**src/rtl/write_back_buffer.sv**
```systemverilog
// ============================================================================
// Module   : write_back_buffer (with package dragonfang_pkg)
// Brief    : In-order elastic queue from write_back to the VRF write port, with
//            tag-based pending-write lookup. Optional zero-latency bypass under
//            macro DRAGONFANG_WB_BYPASS_EN.
// Revision : 1.0
// ============================================================================
`default_nettype none

package dragonfang_pkg;
    typedef struct packed {
        logic [4:0]  tag;
        logic [63:0] data;
    } data_packet_t;
endpackage

module write_back_buffer
    import dragonfang_pkg::*;
#(
    parameter int DEPTH      = 4,
    parameter int TAG_WIDTH  = 5,
    parameter int DATA_WIDTH = 64
) (
    input  logic                       clk,
    input  logic                       rst_n,
    input  logic                       flush,
    input  logic                       wb_valid,
    output logic                       wb_ready,
    input  data_packet_t               vd_write_back,
    output logic                       vrf_we,
    input  logic                       vrf_ready,
    output data_packet_t               vrf_write_packet,
    input  logic [TAG_WIDTH-1:0]       lookup_tag,
    output logic                       lookup_hit,
    output logic [DATA_WIDTH-1:0]      lookup_data,
    output logic [$clog2(DEPTH):0]     occupancy
);

    localparam int c_PTR_W = $clog2(DEPTH);
    localparam int c_CNT_W = c_PTR_W + 1;

    data_packet_t             r_mem [DEPTH];
    logic [c_PTR_W-1:0]       r_wptr;
    logic [c_PTR_W-1:0]       r_rptr;
    logic [c_CNT_W-1:0]       r_count;

    logic                     w_empty;
    logic                     w_bypass;
    logic                     w_push;
    logic                     w_pop;

    assign w_empty  = (r_count == '0);
    assign wb_ready = (r_count != c_CNT_W'(DEPTH));
    assign occupancy = r_count;

`ifdef DRAGONFANG_WB_BYPASS_EN
    // An empty queue forwards the incoming packet; it is only consumed
    // without storage when the VRF takes it in the same cycle.
    assign w_bypass         = w_empty && !flush && wb_valid && vrf_ready;
    assign vrf_we           = !flush && (!w_empty || wb_valid);
    assign vrf_write_packet = w_empty ? vd_write_back : r_mem[r_rptr];
`else
    assign w_bypass         = 1'b0;
    assign vrf_we           = !w_empty && !flush;
    assign vrf_write_packet = r_mem[r_rptr];
`endif

    assign w_push = wb_valid && wb_ready && !flush && !w_bypass;
    assign w_pop  = vrf_we && vrf_ready && !w_empty;

    always_ff @(posedge clk or negedge rst_n) begin
        if (!rst_n) begin
            r_wptr  <= '0;
            r_rptr  <= '0;
            r_count <= '0;
            for (int i = 0; i < DEPTH; i++) begin
                r_mem[i] <= '0;
            end
        end else if (flush) begin
            r_wptr  <= '0;
            r_rptr  <= '0;
            r_count <= '0;
        end else begin
            if (w_push) begin
                r_mem[r_wptr] <= vd_write_back;
                r_wptr        <= r_wptr + 1'b1;
            end
            if (w_pop) begin
                r_rptr <= r_rptr + 1'b1;
            end
            if (w_push && !w_pop) begin
                r_count <= r_count + 1'b1;
            end else if (w_pop && !w_push) begin
                r_count <= r_count - 1'b1;
            end
        end
    end

    // Walk oldest to youngest so the last match (youngest) wins.
    always_comb begin
        logic [c_PTR_W-1:0] idx;
        lookup_hit  = 1'b0;
        lookup_data = '0;
        idx         = '0;
        for (int i = 0; i < DEPTH; i++) begin
            idx = r_rptr + i[c_PTR_W-1:0];
            if ((c_CNT_W'(i) < r_count) && (r_mem[idx].tag == lookup_tag)) begin
                lookup_hit  = 1'b1;
                lookup_data = r_mem[idx].data;
            end
        end
    end

endmodule

`default_nettype wire

```
**config.mk**
```make
export PLATFORM = sky130hd
export DESIGN_NAME = write_back_buffer
export DESIGN_NICKNAME = d
export VERILOG_FILES = /design/src/rtl/write_back_buffer.sv
export SDC_FILE = /design/constraint.sdc
export NUM_CORES = 1
export LEC_CHECK = 0
export ABC_AREA = 1
export CAP_MARGIN = 20
export CELL_PAD_IN_SITES_DETAIL_PLACEMENT = 1
export CELL_PAD_IN_SITES_GLOBAL_PLACEMENT = 2
export CORE_MARGIN = 2
export CORE_UTILIZATION = 28
export DETAILED_ROUTE_END_ITERATION = 10
export PLACE_DENSITY = 0.85
export SLEW_MARGIN = 20
export SYNTH_ARGS = -nofsm -noshare
export SYNTH_HDL_FRONTEND = slang
export SYNTH_SLANG_ARGS = --single-unit
```
**constraint.sdc**
```tcl
create_clock -name clk -period 2.3 [get_ports clk]
set_input_delay 0.46 -clock clk [delete_from_list [all_inputs] [get_ports clk]]
set_output_delay 0.46 -clock clk [all_outputs]
set_load 0.1 [all_outputs]
```
-- Yosys cells after proc, flatten, opt, wreduce, memory -nomap -nowiden
Cells that the tools add are included.
- register bits after elaboration: 283
- latch bits: 0
- RAM bits: 0
- ROM bits: 0
- output and inout port bits: 139
- memories kept: 0
- add/sub/neg operators: 6
- $mul: 0
- div/mod/pow operators: 0
- $lt $le $gt $ge: 10
- equality and inequality tests: 5
- shifts and indexed selects: 0
- multiplexer cells: 30
- bitwise logic cells: 6
- reductions and logical operators: 21
- operators by type and width (cell ; number):
    69-bit 2-to-1 mux ; 9
    69-bit binary-select mux with 2-bit select ; 4
    276-bit bitwise mux ; 1
    64-bit 2-to-1 mux ; 4
    69-bit demux with 2-bit select ; 1
    5-bit equality test ; 4
    3-bit greater-or-equal comparator, second input constant ; 5
    2-bit inverter with 3-bit output ; 5
    1-bit logical AND ; 12
    3-bit 2-to-1 mux ; 3
    2-bit 2-to-1 mux ; 4
    1-bit by 3-bit less-than comparator with 1-bit output, first input constant ; 2
    2-bit by 3-bit less-than comparator with 1-bit output, first input constant ; 2
    2-bit by 1-bit adder with 2-bit output, second input constant ; 2
    2-bit adder, second input constant ; 2
    1-bit zero test ; 4
    1-bit 2-to-1 mux ; 4
    2-bit nonzero test ; 2
    3-bit by 1-bit adder with 3-bit output, second input constant ; 1
    3-bit zero test ; 1
    3-bit by 1-bit less-than comparator with 1-bit output, second input constant ; 1
    3-bit != test, second input constant ; 1
    3-bit nonzero test ; 1
    3-bit by 1-bit subtractor with 3-bit output, second input constant ; 1
    other kinds (2) ; 2

-- Depth between registers and ports, before layout
Gate-level depths: netlist of run 1.
- depth in word-level cells: 10
- mapped depth: 16
- depth with buffers taken out: 13

-- Worst setup path before layout of run 1
No wires, ideal clock.
- path kind: reg2reg
- start: register r_count[0] (netlist: occupancy[0])
- end: register r_count[2] (netlist: occupancy[2])
- arrival time: 3918 ps
- data required time: 2216 ps
- slack: -1702 ps
- stages on the path, launching flop included: 10
- buffers on the path: 0
- clock period less this slack: 4002 ps
- cell sequence: dfrtp_1 > inv_1 > ha_1 > a21oi_1 > nand2_1 > nand2_1 > nand3_1 > nand2_1 > o21ai_0 > a21oi_1
- longest elaborated chain between the ends: 9
- elaborated cells between the ends (all ways): 18
- ends and longest elaborated chain (what ; line ; RTL):
    from (decl) ; 45 ; logic [c_CNT_W-1:0] r_count;
    from (signal assigned) ; 92 ; r_count <= r_count + 1'b1;
    from (signal assigned) ; 94 ; r_count <= r_count - 1'b1;
    3-bit zero test (*) ; 52 ; assign w_empty = (r_count == '0);
    1-bit zero test (*) ; 64 ; assign vrf_we = !w_empty && !flush;
    1-bit logical AND (*) ; 64 ;
    named net vrf_we ; 30 ; output logic vrf_we,
    1-bit logical AND (*) (2 in a row) ; 69 ; assign w_pop = vrf_we && vrf_ready && !w_empty;
    1-bit zero test ; 91 ; if (w_push && !w_pop) begin
    1-bit logical AND ; 91 ;
    3-bit 2-to-1 mux ; 91 ;
    3-bit 2-to-1 mux ; 79 ; end else if (flush) begin
Mark *: on every way through the listed nets, which the timed path passes. The rest lies on a longest branch. The select of a mux whose other input is x is not followed.
A chain may end at the register's enable or synchronous reset.

-- Final worst setup path of run 1
- start: register r_rptr[0]
- end: output lookup_data[53]
- longest elaborated chain between the ends: 10
- elaborated cells between the ends (all ways): 31
- ends and longest elaborated chain (what ; line ; RTL):
    from (decl) ; 44 ; logic [c_PTR_W-1:0] r_rptr;
    from (signal assigned) ; 89 ; r_rptr <= r_rptr + 1'b1;
    2-bit by 1-bit adder with 2-bit output or 2-bit inverter with 3-bit output (tied branches) ; 106, 107, 109 ;
    2-bit inverter with 3-bit output (implied by the code) or 69-bit binary-select mux with 2-bit select (tied branches) ; 107, 109 ;
    69-bit binary-select mux with 2-bit select or 69-bit 2-to-1 mux (tied branches) ; 107, 109 ;
    69-bit 2-to-1 mux (implied by the code) ; 109 ; lookup_data = r_mem[idx].data;
    69-bit 2-to-1 mux (implied by the code) or 5-bit equality test (tied branches) ; 109, 107 ;
    5-bit equality test or 1-bit logical AND (tied branches) ; 107 ; if ((c_CNT_W'(i) < r_count) && (r_mem[idx].tag == lookup_tag)) begin
    1-bit logical AND or 64-bit 2-to-1 mux (tied branches) ; 107 ;
    64-bit 2-to-1 mux (2 in a row) ; 107 ;
    64-bit 2-to-1 mux (*) ; 107 ;
    to (decl) ; 35 ; output logic [DATA_WIDTH-1:0] lookup_data,
Every way passes the cells marked *; elsewhere a longest branch is shown, timed or not. The select of a mux whose other input is x is not followed.

==> run_results.csv, run 1 <==
group,metric,value,unit
detailed_routing,drcViolationCount,0,
synth,synth_cells,3183,
timing,rsz0062_at_grt,"true",
synth,netlist.area_leader.share,35.34,%
synth,synth_top_family_by_area,"simple AND/OR/NAND/NOR gates",
detailed_routing,routed.top_layer,"met5",
synth,synth-xor-area-share,0.1311,%
worst_hold_path,hp-class,"in -> async",
floorplanning,dieArea,73720,µm²
detailed_routing,vias_per_cell,4.988,
critical_path,cp_data_arrival_time,3150,ps
critical_path,critPathLaunchType,"flip-flop",
placement,place.gp.congestion,0.7861,
global_routing,grt_max_degree,157,
detailed_routing,met3_length,3.256,mm
synth,synth_compound_area_share,18.75,%
critical_path,path_max_fanout,26,
critical_path,slowest_delay,540,ps
layout,fillers,8554,
timing,tightest_slew,513.2,ps
synth,ys_seq_area_share,35.34,%
floorplanning,die_x,271.5,µm
global_routing,grt_pass1_vias,22740,
critical_path,path_class,"reg -> out",
synth,yosysWarnings,0,
timing,finalSetupViolations,134,
synth,synth.net_count,3270,
critical_path,cpMostUsedCell,"buf_12",
cts,cts_root_buf,"clkbuf_16",
cts,insertion_delay,570,ps
global_routing,grt_antenna_before_repair,5,
synth,synth-seq-cells,283,
timing,skew,24.48,ps
synth,async_flop_share,100.0,%
detailed_routing,wl_met1,38.31,mm
run_status,outcome,"complete, but fails checks",
timing,fin_crit_sh,156.9,%
timing,maxSlewViolCount,0,
run_status,violations,"negative setup slack",
critical_path,r2r_cells,10,
placement,io_buffers,217,
cts,clk_pin_slew,60,ps
timing,hold_viol_final,0,
cts,htree_levels,2,
layout,drive_gt1_share,25.60,%
timing,slew_headroom,65.79,%
layout,final_cell_mix,"nand2_1 (893), o21ai_0 (629), inv_1 (345)",
layout,area_growth,54.68,%
timing,fmax,0.2771,GHz
cts,clockBufferDepth,3,
detailed_routing,ant_nets,0,
detailed_routing,vias,22400,
timing,setup_slack,-1309,ps
detailed_routing,wl_met2,42.23,mm
layout,final_common_cell,"nand2_1",
synth,synth_top_cell_by_area,"dfrtp_1",
global_routing,grt_usage,21.27,%
cts,cts.sink_count,283,
run,maxCapViolCount,0,
floorplanning,dieHeight,271.5,µm
detailed_routing,drt-initial-drc-count,1283,
cts,cts_made_buffers,38,
synth,synthAdderAreaFrac,0.4996,%
synth,yosysUniqueCellTypes,25,
detailed_routing,wl_per_cell,19.08,µm
critical_path,cpMaxStageDelayCell,"dfrtp_4",
floorplanning,rows,98,
floorplanning,core,71120,µm²
critical_path,crit_path_end_kind,"primary output",
floorplanning,initial_core_util,28.17,%
synth,synth_area_leaders,"dfrtp_1 (35%), nand2_1 (21%), o21ai_0 (18%)",
global_routing,overflow,0,
layout,fin_area,30990,µm²
floorplanning,ios,218,
synth,synth_flop_cell,"dfrtp_1",
placement,hpwl,54.35,mm
detailed_routing,finalWirelength,85.67,mm
placement,placed_area,27920,µm²
critical_path,crit_required,1840,ps
synth,syn_area_per_cell,6.295,µm²
cts,cts_tree,"done",
global_routing,grt_pass1_wl,125.7,mm
synth,synth-simple-area-share,29.21,%
layout,finalNetCount,3598,
synth,synthesis.area,20040,µm²
detailed_routing,drt_first_pass_iters,6,
timing,final.min_clock_period,3609,ps
synth,synth.area.mux_share,3.934,%
critical_path,crit_chain,"buf_6, nand2_1, nand3_1, nand2_1, o21ai_0, nor2_2, nand3_4, buf_12, buf_12, nor2_1, nor2_1, nand2_2, nand2_8, buf_12",
synth,synth_edf_count,0,
## critical path: cells and delay by family (launching register included)
kind / cells / cell delay (ps)
flops: 1 / 540
simple gates: 9 / 1020
buf+inv: 4 / 760
compound gates: 1 / 240
## synthesized netlist by cell type, types with 5 or more instances
cell type and n:
buf_6 5, nand2_1 1095, mux2_2 70, o21ai_1 16, nor2_1 208, clkbuf_1 99
dfrtp_1 283, ha_1 8, buf_4 7, nand3_1 107, buf_2 111, o21ai_0 721
nand4_1 64, buf_1 13, inv_1 356
## repair_timing
item	in CTS	in global routing
endpoints found under the setup margin	134	134
pin swaps	25	66
gates resized for setup	133	217
hold endpoints to repair	38	0
hold buffers	1	0
setup buffers	15	7
cloned	7	22
## area by class of cell
class	count	area [µm²]	share of cell area (%)
timing repair buffer	523	7448	24.03
clock inverter	13	166.4	0.5369
sequential	283	7098	22.90
inverter	359	1373	4.429
clock buffer	55	1115	3.597
antenna	2	5.005	0.01615
tap	950	1189	3.835
multi-input combinational	2306	12600	40.65
## cell families (layout without fill, tap and decap cells)
family                   after synthesis  after routing
AND/OR/NAND/NOR                     1478           1478
AO/OA/AOI/OAI                        747            747
buffers and inverters                594            950
flip-flops                           283            283
multiplexers                          70             70
adder cells (fa/ha/maj)                8              8
XOR/XNOR                               3              3
other                                  0              2
## flip-flops by register name, indices dropped and copies added, names as in the netlist
name	count
r_rptr	2
occupancy	3
r_mem	276
r_wptr	2
## per-stage QoR
stage          instances  hold WS [ps]  setup TNS, ps  worst slack [ps]  util (%)
2_1_floorplan       3183         164.4         -18980            -180.1         -
3_3_place_gp        4371         413.0         -52550            -663.9     39.26
3_5_place_dp        4371         419.2         -55940            -711.0     39.26
4_1_cts             4462         411.1        -128360             -1259     42.01
5_1_grt             4491         443.1        -143170             -1423     43.58
6_report            4491         425.1        -125980             -1309     43.58
## path summary, 6_finish.rpt
kind,slack [ps],from,to
max in group asynchronous,1070,rst_n,r_mem[180]
setup reg to reg,100,occupancy[0],r_mem[270]
setup / recovery,-1310,r_rptr[0],lookup_data[53]
hold reg to reg,530,r_mem[243],r_mem[243]
min in group clk,530,r_mem[243],r_mem[243]
hold / removal,430,rst_n,r_mem[124]
## per-layer routing
metal  GRT usage (%)  up-vias
li1                -    10800
met1           27.58    11070
met2           37.49      400
met3           2.592      125
met4           5.119        4
met5               0        -
Power of run 1 is not shown: default switching activity piles up to over one toggle a cycle in this logic, so the estimate is an artifact.
==> run 2, diff against run 1 <==
- CORE_UTILIZATION: 28 -> 34
- PLACE_DENSITY: 0.85 -> 0.95
- RECOVER_POWER: unset -> 25
- clock period: 2.3 -> 4.6 ns (I/O delays scaled with it)
==> run 2 against run 1 <==
The flow finishes with violations (max-capacitance violations, max-slew violations). First-iteration DRC count is 1.0% lower. Routed wire length is 15% lower. Final cell count is 9.9% lower. Critical path depth is 1 lower. Global-route usage is 2.2 points higher. Final area is 21% lower. Die area is 17% lower. Setup slack better by 1500 ps. Sequential cell count stayed put. Register-to-register slack better by 1200 ps.
==> run_results.csv, run 2 (synthesis results as in run 1) <==
group,metric,value,unit
detailed_routing,drt_first_pass_iters,5,
placement,place.gp.congestion,0.8554,
floorplanning,dieHeight,246.8,µm
critical_path,reg2reg_to,"r_mem[213]",
critical_path,crit_path_end_kind,"primary output",
cts,cts_tree,"done",
worst_hold_path,hp-class,"reg -> reg",
global_routing,grt_antenna_before_repair,10,
detailed_routing,drcViolationCount,0,
run_status,violations,"max-capacitance violations, max-slew violations",
layout,area_growth,22.84,%
critical_path,cp_data_arrival_time,3510,ps
critical_path,r2r-start,"occupancy[0]",
placement,io_buffers,217,
placement,placed_cells,3971,
critical_path,critPathLaunchType,"flip-flop",
critical_path,r2r_setup_slack,1330,ps
layout,final_cells,4047,
layout,regMostFlops,"r_mem",
critical_path,worstSetupEndpoint,"lookup_data[1]",
floorplanning,core,58030,µm²
detailed_routing,finalWirelength,72.85,mm
floorplanning,die_x,246.8,µm
floorplanning,ios,218,
detailed_routing,drt-initial-drc-count,1270,
global_routing,overflow,0,
global_routing,grt_pass1_vias,21880,
timing,final.min_clock_period,4428,ps
critical_path,path_max_fanout,43,
critical_path,crit_required,3680,ps
floorplanning,rows,88,
timing,maxSlewViolCount,105,
placement,hpwl,46.69,mm
layout,largest_reg_flops,276,
cts,clk_pin_slew,60,ps
timing,finalSetupViolations,0,
global_routing,grt_pass1_wl,114.8,mm
timing,hold_viol_final,0,
critical_path,crit_chain,"inv_2, nand2_1, nand2_4, nand2_1, nand3_1, nand2_1, nor2_4, buf_12, nand4_1, nand3_1, nand2_1, nand2_1, buf_12",
layout,final_cell_mix,"nand2_1 (1093), o21ai_0 (721), inv_1 (356)",
timing,rsz0062_at_grt,"false",
floorplanning,initial_core_util,34.53,%
global_routing,grt_usage,23.51,%
cts,clockBufferDepth,3,
detailed_routing,vias,21230,
run,maxCapViolCount,1,
layout,drive_gt1_share,10.16,%
critical_path,cpMaxStageDelayCell,"dfrtp_4",
detailed_routing,vias_per_cell,5.245,
cts,cts.sink_count,283,
critical_path,slowest_delay,580,ps
global_routing,grt_max_degree,281,
timing,tightest_slew,3020,ps
critical_path,path_class,"reg -> out",
floorplanning,dieArea,60890,µm²
timing,slew_headroom,-101.3,%
timing,fin_crit_sh,96.26,%
detailed_routing,wl_per_cell,18.00,µm
run_status,outcome,"complete, but fails checks",
timing,fin_setup_tns,0,ps
cts,cts_root_buf,"clkbuf_16",
cts,cts_made_buffers,37,
critical_path,cpMostUsedCell,"nand2_1",
cts,insertion_delay,570,ps
timing,skew,20.29,ps
layout,final_common_cell,"nand2_1",
critical_path,critical_path.startpoint,"r_rptr[0]",
critical_path,r2r_cells,9,
detailed_routing,ant_nets,0,
cts,htree_levels,2,
timing,fmax,0.2258,GHz
layout,finalNetCount,3336,
## run 2: changes by cell type in the layout (fill, tap and decap cells not counted), sizes merged, moves of 2 or more
cell / before / now
buf: 427 / 176
clkbuf: 72 / 52
clkdlybuf4s50: 77 / 83
clkinv: 9 / 15
clkinvlp: 0 / 2
diode: 2 / 4
## run 2: worst max-delay path: cells and delay by family (launching register included)
kind	cells	cell delay, ps
DFF	1	580
and+or+nand+nor	10	1520
buffers and inverters	3	820
## run 2: area by class of cell
type,count,area (µm²)
well taps,765,957.2
flip-flops and latches,283,7086
inverters,359,1353
clock inverters,19,176.4
clock buffers,49,1081
multi-input cells,2306,10630
diodes,4,10.01
repair buffers,262,3323
fillers,7419,33410
## run 2: metal layers
layer / GRT usage, % / share of wire [%] / vias to the layer above / wire (µm)
li1: - / - / 10250 / -
met2: 41.58 / 50 / 407 / 36260
met3: 3.625 / 4.4 / 114 / 3234
met1: 29.46 / 43 / 10440 / 31520
met5: 0 / 0.12 / - / 90
met4: 6.786 / 2.4 / 12 / 1751
## run 2: worst min path at each step
stage               slack [ps]        from  cells past startpoint    endpoint
CTS                        480       rst_n                      1  r_mem[122]
global route               540  r_mem[245]                      1  r_mem[245]
detailed placement         520  r_mem[245]                      1  r_mem[245]
finish                     520  r_mem[264]                      1  r_mem[264]
floorplan                  500  r_mem[253]                      1  r_mem[253]
global placement           510  r_mem[235]                      1  r_mem[235]
## run 2: metrics by stage
step / util, % / hold slack, ps / setup slack (ps) / instance area [µm²]
floorplan: - / 497.8 / 598.1 / 20040
global route: 42.42 / 544.7 / 15.30 / 24610
detailed placement: 40.09 / 516.8 / 421.6 / 23260
CTS: 42.26 / 481.6 / 59.92 / 24520
finish: 42.42 / 524.0 / 172.2 / 24610
global placement: 40.09 / 507.0 / 545.7 / 23260
## run 2: what timing repair did
item | in CTS | in global routing
setup endpoints to repair | 0 | 63
resized for setup | 0 | 4
hold buffers | 0 | 0
setup buffers | 0 | 3
Power of run 2 is left out for the same reason.
